===== src/rtl/riscv_mc_ctrl.sv =====
// Multi-cycle RV32I control sequencer: fetch/decode/exec/mem/writeback with a
// sticky trap state for illegal opcodes and misaligned jump targets.
module riscv_mc_ctrl #(
    parameter logic [31:0] RESET_PC = 32'h0000_0000
) (
    input  logic        clk,
    input  logic        rst_n,
    output logic        imem_req,
    output logic [31:0] imem_addr,
    input  logic        imem_ack,
    input  logic [31:0] imem_rdata,
    output logic [31:0] ir,
    input  logic [6:0]  opcode,
    input  logic        br_taken,
    input  logic [31:0] target,
    output logic [2:0]  imm_sel,
    output logic        dmem_req,
    output logic        dmem_we,
    input  logic        dmem_ack,
    output logic        reg_we,
    output logic [31:0] pc,
    output logic        retire,
    output logic [31:0] instret,
    output logic        trap
);

    localparam logic [6:0] OP_LUI    = 7'b0110111;
    localparam logic [6:0] OP_AUIPC  = 7'b0010111;
    localparam logic [6:0] OP_JAL    = 7'b1101111;
    localparam logic [6:0] OP_JALR   = 7'b1100111;
    localparam logic [6:0] OP_BRANCH = 7'b1100011;
    localparam logic [6:0] OP_LOAD   = 7'b0000011;
    localparam logic [6:0] OP_STORE  = 7'b0100011;
    localparam logic [6:0] OP_IMM    = 7'b0010011;
    localparam logic [6:0] OP_OP     = 7'b0110011;
    localparam logic [6:0] OP_FENCE  = 7'b0001111;

    typedef enum logic [2:0] {
        S_FETCH  = 3'd0,
        S_DECODE = 3'd1,
        S_EXEC   = 3'd2,
        S_MEM    = 3'd3,
        S_WB     = 3'd4,
        S_TRAP   = 3'd5
    } state_t;

    state_t      state;
    logic [31:0] next_pc;
    logic        is_jal, is_jalr, is_branch, is_load, is_store, is_fence;
    logic        legal, jump;
    logic [31:0] exec_pc;

    assign imem_addr = pc;

    always_comb begin
        is_jal    = (opcode == OP_JAL);
        is_jalr   = (opcode == OP_JALR);
        is_branch = (opcode == OP_BRANCH);
        is_load   = (opcode == OP_LOAD);
        is_store  = (opcode == OP_STORE);
        is_fence  = (opcode == OP_FENCE);
        legal     = (opcode == OP_LUI) || (opcode == OP_AUIPC) || is_jal || is_jalr ||
                    is_branch || is_load || is_store || (opcode == OP_IMM) ||
                    (opcode == OP_OP) || is_fence;
        jump      = is_jal || is_jalr || (is_branch && br_taken);
        exec_pc   = jump ? target : pc + 32'd4;
    end

    always_comb begin
        imm_sel = 3'd0;
        case (opcode)
            OP_LOAD, OP_IMM, OP_JALR: imm_sel = 3'd0;
            OP_STORE:                 imm_sel = 3'd1;
            OP_BRANCH:                imm_sel = 3'd2;
            OP_LUI, OP_AUIPC:         imm_sel = 3'd3;
            OP_JAL:                   imm_sel = 3'd4;
            default:                  imm_sel = 3'd0;
        endcase
    end

    // Retirement (pc, instret, retire pulse) lands on the edge that re-enters
    // FETCH, so all three become visible in the same cycle.
    always_ff @(posedge clk or negedge rst_n) begin
        if (!rst_n) begin
            state    <= S_FETCH;
            pc       <= RESET_PC;
            next_pc  <= RESET_PC;
            ir       <= 32'd0;
            instret  <= 32'd0;
            trap     <= 1'b0;
            retire   <= 1'b0;
            reg_we   <= 1'b0;
            dmem_req <= 1'b0;
            dmem_we  <= 1'b0;
            imem_req <= 1'b1;
        end else begin
            retire <= 1'b0;
            reg_we <= 1'b0;
            case (state)
                S_FETCH: begin
                    if (imem_ack) begin
                        ir       <= imem_rdata;
                        imem_req <= 1'b0;
                        state    <= S_DECODE;
                    end
                end
                S_DECODE: begin
                    if (legal) begin
                        state <= S_EXEC;
                    end else begin
                        trap  <= 1'b1;
                        state <= S_TRAP;
                    end
                end
                S_EXEC: begin
                    next_pc <= exec_pc;
                    if (jump && (target[1:0] != 2'b00)) begin
                        trap  <= 1'b1;
                        state <= S_TRAP;
                    end else if (is_load || is_store) begin
                        dmem_req <= 1'b1;
                        dmem_we  <= is_store;
                        state    <= S_MEM;
                    end else if (is_branch || is_fence) begin
                        pc       <= exec_pc;
                        instret  <= instret + 32'd1;
                        retire   <= 1'b1;
                        imem_req <= 1'b1;
                        state    <= S_FETCH;
                    end else begin
                        reg_we <= 1'b1;
                        state  <= S_WB;
                    end
                end
                S_MEM: begin
                    if (dmem_ack) begin
                        dmem_req <= 1'b0;
                        dmem_we  <= 1'b0;
                        if (is_load) begin
                            reg_we <= 1'b1;
                            state  <= S_WB;
                        end else begin
                            pc       <= next_pc;
                            instret  <= instret + 32'd1;
                            retire   <= 1'b1;
                            imem_req <= 1'b1;
                            state    <= S_FETCH;
                        end
                    end
                end
                S_WB: begin
                    pc       <= next_pc;
                    instret  <= instret + 32'd1;
                    retire   <= 1'b1;
                    imem_req <= 1'b1;
                    state    <= S_FETCH;
                end
                default: begin
                    trap     <= 1'b1;
                    imem_req <= 1'b0;
                    dmem_req <= 1'b0;
                    dmem_we  <= 1'b0;
                    state    <= S_TRAP;
                end
            endcase
        end
    end

endmodule


===== config.mk =====
export PLATFORM = sky130hd
export DESIGN_NAME = riscv_mc_ctrl
export DESIGN_NICKNAME = d
export VERILOG_FILES = /design/src/rtl/riscv_mc_ctrl.sv
export SDC_FILE = /design/constraint.sdc
export NUM_CORES = 1
export LEC_CHECK = 0
export ABC_AREA = 1
export CAP_MARGIN = 20
export CORE_ASPECT_RATIO = 1.1
export CORE_MARGIN = 10
export CORE_UTILIZATION = 45
export DETAILED_ROUTE_END_ITERATION = 8
export MAX_ROUTING_LAYER = met4
export PLACE_DENSITY = 0.75
export REMOVE_ABC_BUFFERS = 1
export SYNTH_ARGS = -nofsm -noshare
export SYNTH_HDL_FRONTEND = slang
export SYNTH_SLANG_ARGS = --single-unit

===== constraint.sdc =====
create_clock -name clk -period 1.6 [get_ports clk]
set_input_delay 0.24 -clock clk [delete_from_list [all_inputs] [get_ports clk]]
set_output_delay 0.24 -clock clk [all_outputs]
set_load 0.05 [all_outputs]

==> metrics.md, run 1 <==
| Metric | Value |
|---|---|
| Largest area contributor in the netlist | dfrtp_1 |
| Max_cap viols | 0 |
| DP Area | 11700 um2 |
| Final setup TNS | -0.175 ns |
| Synth top area share | 0.425 |
| DR vias/cell | 5.18 |
| Crit path max-delay family | buffers and inverters |
| Max Clk Rate | 0.610 GHz |
| Clk_lat worst skew | 0.43 ns |
| CP Buf/Inv Count | 4 |
| DRT iter0 DRCs | 651 |
| Asr flop ratio synth | 1.00 |
| Core outline area | 17600 um2 |
| R2R Path Start | state[1] |
| Largest net degree at the start of global routing | 41 |
| Synth top area cells | dfrtp_1, nand2_1, nor2_1 |
| Layout Cells excl Fill | 1660 |
| FF-to-FF setup slack | -0.04 ns |
| Clk pwr share | 0.466 |
| VDD IR max | 0.000739 V |
| Status | complete, but fails checks |
| Max-slew violation count | 0 |
| R2R Path End | imem_addr[22] |
| Setup Skew | 0.00950 ns |
| Ant. Diodes | 0 |
| Die Y | 160 um |
| Post-synth cell types | 35 |
| Post-synth top flop | dfrtp_1 |
| Initial core utilization | 0.455 |
| Ratio of cells with drive above 1 in the final layout | 0.351 |
| Post-Place Setup Slack | -0.484 ns |
| Critical-path cell list | buf_4, nand3_2, inv_1, nor2_4, buf_12, buf_6, nor2_1, a21oi_1, a21oi_1 |
| Placed Cells incl. Taps | 1597 |
| I/O Buffers | 212 |
| P_int | 0.00679 W |
| Max stage delay on crit path | 0.39 ns |
| First-pass GRT wire length | 42800 um |
| Leak | 6.49 nW |
| Number of flops mapped to enable cells by yosys | 0 |
| CP endpoint kind | flop |
| Nets | 1487 |
| Total Power | 0.00921 W |
| Area Growth Syn to Fin | 64.7% |
| Fin worst setup slack | -0.0383 ns |
| Crit path top cell by count | a21oi_1 |
| CTS tree | done |
| Avg WL per Cell | 16.9 um |
| Final period utilization | 1.02 |
| Post-Syn Area | 8010 um2 |
| Synthesized area per cell | 7.39 um2 |
| CP max-delay cell | dfrtp_1 |
| Total GRT Usage | 0.227 |
| Die X | 147 um |
| Initial antenna violation count | 0 |
| Final min period | 1.64 ns |
| DRT Pass-1 Iters | 6 |
| Global route overflow | 0 |
| CTS buffer count | 17 |
| Cell with the most instances after synthesis | nand2_1 |
| Worst-Margin Slew | 0.434 ns |
| Worst Path Max Fanout | 8 |
| Crit path required time | 1.90 ns |
| YS warnings | 0 |
| Final hold violation count | 0 |
| Combinational Power Share | 0.145 |
| Startpoint Class | flop |
| Row count | 51 |
| Final WL | 28100 um |
| Via count | 8592 |
| Crit Path Class | reg2reg |
| HPWL Detailed | 19700 um |
| H-tree levels | 4 |
| Post-route ant nets | 0 |
| Post-synthesis sequential area ratio | 0.428 |
| Clock sinks | 137 |
| # fillers | 1236 |
| Setup violators final | 15 |
| Routability congestion estimate | 0.960 |
| Clock root cell | clkbuf_16 |
| DRC violations left | 0 |
| Failing checks | negative setup slack |
| Arr. time, crit path | 1.94 ns |
| Yosys reg bits | 137 |
| Synth top cells by count | nand2_1, dfrtp_1, nor2_1, inv_1, nand3_1 |
| Clk slew on worst S/H paths | 0.06 ns |
| Vias in the first global route | 8514 |
| Net Switching | 0.00243 W |
| Sw frac | 0.263 |
| Post-Syn Instances | 1084 |
| PwrDens | 699 nW/um2 |
| Longest Clk Path Bufs | 2 |
| Slew Limit Headroom | 0.711 |
| Finished Cell Area | 13200 um2 |
| Num ports | 213 |
| Hold crit path type | in2async |
| Die Area | 23500 um2 |
| Reg2reg path depth | 9 |
| RSZ-0062 raised after global routing | true |
| Sequential share of power | 0.389 |
-- registers in the layout (all words and copies together) (netlist names) --
signal,flops
dmem_req,1
dmem_we,1
imem_addr,32
imem_req,1
instret,32
ir,32
next_pc,32
reg_we,1
retire,1
state,3
trap,1
-- placed cells by master, fill, tap and decap left out, types with 9 or more instances in the layout --
master	n
nand2_1	341
buf_4	188
dfrtp_1	129
buf_12	91
nor2_1	87
inv_1	83
nand3_1	77
clkdlybuf4s50_1	67
o21ai_0	34
mux2_2	31
nor2_2	29
nand2_2	29
o21ai_1	22
xor2_1	22
clkbuf_16	20
nor2_4	16
or2_2	15
xnor2_1	15
buf_6	13
nand4_1	9
-- how the worst max path moves through the flow --
stage | depth (start not counted) | endpoint | start
3_5_place_dp | 12 | imem_addr[30] | opcode[2]
4_1_cts | 7 | instret[17] | instret[0]
5_1_grt | 11 | imem_addr[31] | imem_addr[9]
3_3_place_gp | 12 | instret[2] | opcode[5]
2_1_floorplan | 10 | imem_addr[16] | imem_addr[2]
6_report | 9 | imem_addr[22] | state[1]
-- what timing repair did --
action | 4_1_cts | 5_1_grt
cloned | 3 | 4
setup endpoints to repair | 110 | 125
resized for setup | 68 | 113
hold endpoints to repair | 36 | 0
buffers inserted | 15 | 12
pin swaps | 10 | 18
hold buffers | 1 | 0
-- cells by family (layout without fill, tap and decap cells) --
family          count (synthesis)  count (layout)  share of synthesized area
flops                         137             137                      0.428
buf+inv                       158             496                     0.0994
xor+xnor                       37              37                     0.0405
mux                            32              32                     0.0450
compound gates                 74              74                     0.0481
simple gates                  644             644                      0.336
fa+ha+maj                       2               2                    0.00312
-- metrics by stage --
step	hold slack, ns	utilization
global placement	0.193	0.666
finish	0.306	0.749
CTS	0.329	0.724
global route	0.344	0.749
floorplan	-0.0556	-
detailed placement	0.195	0.666
-- layout make-up --
type                    count  area (um2)  area share
inverters                  92         353      0.0268
multi-input cells         789        4220       0.320
repair buffers            372        4240       0.321
flip-flops and latches    137        3440       0.261
clock inverters            15         215      0.0163
well taps                 238         298      0.0226
clock buffers              17         425      0.0323
-- per-layer routing --
layer,routed length [um],global-route usage,vias up
li1,-,-,4046
met1,10800,0.262,4009
met2,14200,0.382,452
met3,2300,0.0531,85
met4,813,0.0771,0
met5,0,-,-
-- power by group through the flow --
stage	sequential (W)	combinational, W	clock (W)
3_5_place_dp	0.00363	0.00131	0
5_1_grt	0.00358	0.00141	0.00451
3_3_place_gp	0.00363	0.00129	0
2_1_floorplan	0.00393	0.000196	0
4_1_cts	0.00357	0.00132	0.00433
6_report	0.00358	0.00134	0.00430
Note: power is estimated with default switching activity, not from simulation.
==> run 2, diff against run 1 <==
--- a/config.mk
+++ b/config.mk
@@ -14,6 +14,7 @@
 export MAX_ROUTING_LAYER = met4
 export PLACE_DENSITY = 0.75
 export REMOVE_ABC_BUFFERS = 1
+export SLEW_MARGIN = 25
 export SYNTH_ARGS = -nofsm -noshare
 export SYNTH_HDL_FRONTEND = slang
 export SYNTH_SLANG_ARGS = --single-unit
==> results of run 2 <==
The final DEF is identical to that of run 1; final timing and power are the same.
==> run 3, diff against run 2 <==
--- a/config.mk
+++ b/config.mk
@@ -11,8 +11,9 @@
 export CORE_MARGIN = 10
 export CORE_UTILIZATION = 45
 export DETAILED_ROUTE_END_ITERATION = 8
+export GPL_ROUTABILITY_DRIVEN = 1
 export MAX_ROUTING_LAYER = met4
-export PLACE_DENSITY = 0.75
+export PLACE_DENSITY = 0.72
 export REMOVE_ABC_BUFFERS = 1
 export SLEW_MARGIN = 25
 export SYNTH_ARGS = -nofsm -noshare
==> constraint.sdc (replaced) <==
create_clock -name clk -period 1.8 [get_ports clk]
set_input_delay 0.27 -clock clk [delete_from_list [all_inputs] [get_ports clk]]
set_output_delay 0.27 -clock clk [all_outputs]
set_load 0.05 [all_outputs]
==> run 3 against run 2 <==
Compared with the run above: the run now ends clean; via count fell by 9.1%; cell count fell by 4.8%; global-route usage fell by 2.4 points; non-clock buffer count fell by 80; sequential share of layout area rose by 4.8 points; first-iteration DRC count fell by 30%; critical path type is now in2out; highest routed layer unchanged.
==> metrics.md, run 3 (synthesis results as in run 1) <==
| Metric | Value |
|---|---|
| Post-Place Setup Slack | -0.309 ns (+0.175 ns) |
| Initial core utilization | 0.455 (unchanged) |
| Vias in the first global route | 7630 (-10%) |
| Max_cap viols | 0 (unchanged) |
| CP endpoint kind | output pin |
| Core outline area | 17600 um2 (unchanged) |
| Crit Path Class | in2out |
| Clock root cell | clkbuf_16 |
| First-pass GRT wire length | 38600 um (-9.8%) |
| Num ports | 213 (unchanged) |
| Routability congestion estimate | 0.938 (-2.3%) |
| # fillers | 1610 (+30%) |
| Clk slew on worst S/H paths | 0.06 ns (about the same) |
| Nets | 1407 (-5.4%) |
| GR Layer Usage met3 | 0.0622 (+0.00904) |
| Worst Path Max Fanout | 3 (-5) |
| Most frequent cells in the layout | nand2_1, buf_4, dfrtp_1 |
| Startpoint Class | primary input |
| Die X | 147 um (unchanged) |
| Die Area | 23500 um2 (unchanged) |
| Clock sinks | 137 (unchanged) |
| Largest net degree at the start of global routing | 57 (+39%) |
| Die Y | 160 um (unchanged) |
| Leak | 5.67 nW (-13%) |
| Total GRT Usage | 0.204 (-0.0236) |
| Final hold violation count | 0 (unchanged) |
| Finished Cell Area | 11100 um2 (-16%) |
| VDD IR max | 0.000635 V (-14%) |
| DP Area | 10500 um2 (-11%) |
| Status | complete, no violations |
| Max Clk Rate | 0.558 GHz |
| Crit path required time | 1.53 ns (-0.37 ns) |
| DRT iter0 DRCs | 457 (-30%) |
| Avg WL per Cell | 15.1 um (-11%) |
| Worst-Margin Slew | 0.521 ns (+0.0873 ns) |
| Layout Cells excl Fill | 1581 (-4.8%) |
| H-tree levels | 4 (unchanged) |
| CP Buf/Inv Count | 4 (unchanged) |
| DR vias/cell | 4.94 (-4.5%) |
| Total Power | 0.00746 W (-19%) |
| Final Util | 0.632 (-0.117) |
| Hold crit path type | in2async |
| Global route overflow | 0 (unchanged) |
| DRC violations left | 0 (unchanged) |
| Arr. time, crit path | 1.52 ns (-0.42 ns) |
| Met1 global-route usage | 0.248 (-0.0139) |
| Area Growth Syn to Fin | 38.9% |
| PwrDens | 670 nW/um2 (-4.1%) |
| Crit path max-delay family | buffers and inverters |
| Placed Cells incl. Taps | 1544 (-3.3%) |
| Top Usage Layer GRT | met2 |
| Longest Clk Path Bufs | 2 (unchanged) |
| Setup Skew | 0.00751 ns (-0.00199 ns) |
| Crit path top cell by count | nand2_2 |
| Final period utilization | 0.995 |
| Clk_lat worst skew | 0.42 ns (about the same) |
| Max stage delay on crit path | 0.44 ns (+0.05 ns) |
| Setup violators final | 0 (-15) |
| Post-route ant nets | 0 (unchanged) |
| CTS buffer count | 17 (unchanged) |
| Final min period | 1.79 ns |
| Via count | 7814 (-9.1%) |
| Slew Limit Headroom | 0.654 (-0.0568) |
| RSZ-0062 raised after global routing | true |
| CP max-delay cell | clkdlybuf4s50_1 |
| Max-slew violation count | 0 (unchanged) |
| Row count | 51 (unchanged) |
| I/O Buffers | 212 (unchanged) |
| HPWL Detailed | 18500 um (-6.2%) |
| Critical-path cell list | clkdlybuf4s50_1, inv_2, nand2_2, nor2_4, buf_4, nand4_1, nand2_2, buf_12 |
| Commonest non-fill, non-tap cell in the layout | nand2_1 |
| CTS tree | done |
| Final WL | 23900 um (-15%) |
| Initial antenna violation count | 1 (+1) |
| DRT Pass-1 Iters | 5 (-1) |
| Fin worst setup slack | 0.00855 ns (+0.0468 ns) |
| Ratio of cells with drive above 1 in the final layout | 0.237 (-0.114) |
| M2 GR Usage | 0.328 (-0.0541) |
==> run 3: cell types whose count changed in the layout (fill, tap and decap cells not counted), sizes merged, moves of 4 or more <==
cell and change:
dlygate4sd2 +14, clkinv -6, bufinv -4, clkdlybuf4s50 +7, clkinvlp +5, inv +5
buf -96, clkbuf -4
==> run 3: through the flow <==
step,setup TNS (ns),hold slack (ns)
after detailed placement,-20.80,0.230
final,0,0.340
after CTS,0,0.355
after floorplan,-52.23,-0.0256
after global routing,-0.227,0.382
after global placement,-16.98,0.225
==> run 3: path summary, 6_finish.rpt <==
kind	start	end	slack (ns)	depth (start not counted)
max	opcode[3]	imm_sel[0]	0.009	8
min	rst_n	state[1]	0.34	2
max reg2reg	state[2]	next_pc[3]	0.12	5
min reg2reg	trap	trap	0.47	2
max in group asynchronous	rst_n	ir[27]	0.80	3
min in group clk	target[30]	next_pc[30]	0.45	3
==> run 3: metal layers <==
metal	up-vias	part of all wire
met4	0	0.013
met1	3634	0.43
met2	271	0.48
met5	-	0
li1	3886	-
met3	23	0.076
==> run 3: final cells by class <==
class	instances	area, um2	area share
Clock inverter	15	133	0.0119
Multi-Input combinational cell	789	3860	0.347
Antenna cell	1	2.50	0.000225
Inverter	92	348	0.0313
Tap cell	238	298	0.0268
Clock buffer	17	425	0.0382
Sequential cell	137	3430	0.308
Timing Repair Buffer	292	2620	0.236
==> run 3: repair_timing <==
item	4_1_cts	5_1_grt
endpoints found under the hold margin	40	0
resized for setup	20	28
setup endpoints to repair	20	68
hold buffers	1	0
pin swaps	0	4
buffers inserted	0	3
==> run 3: power breakdown <==
part / switching (W) / internal, W
logic: 0.000554 / 0.000372
registers: 0.0000657 / 0.00312
clock network: 0.00152 / 0.00182
total: 0.00214 / 0.00531
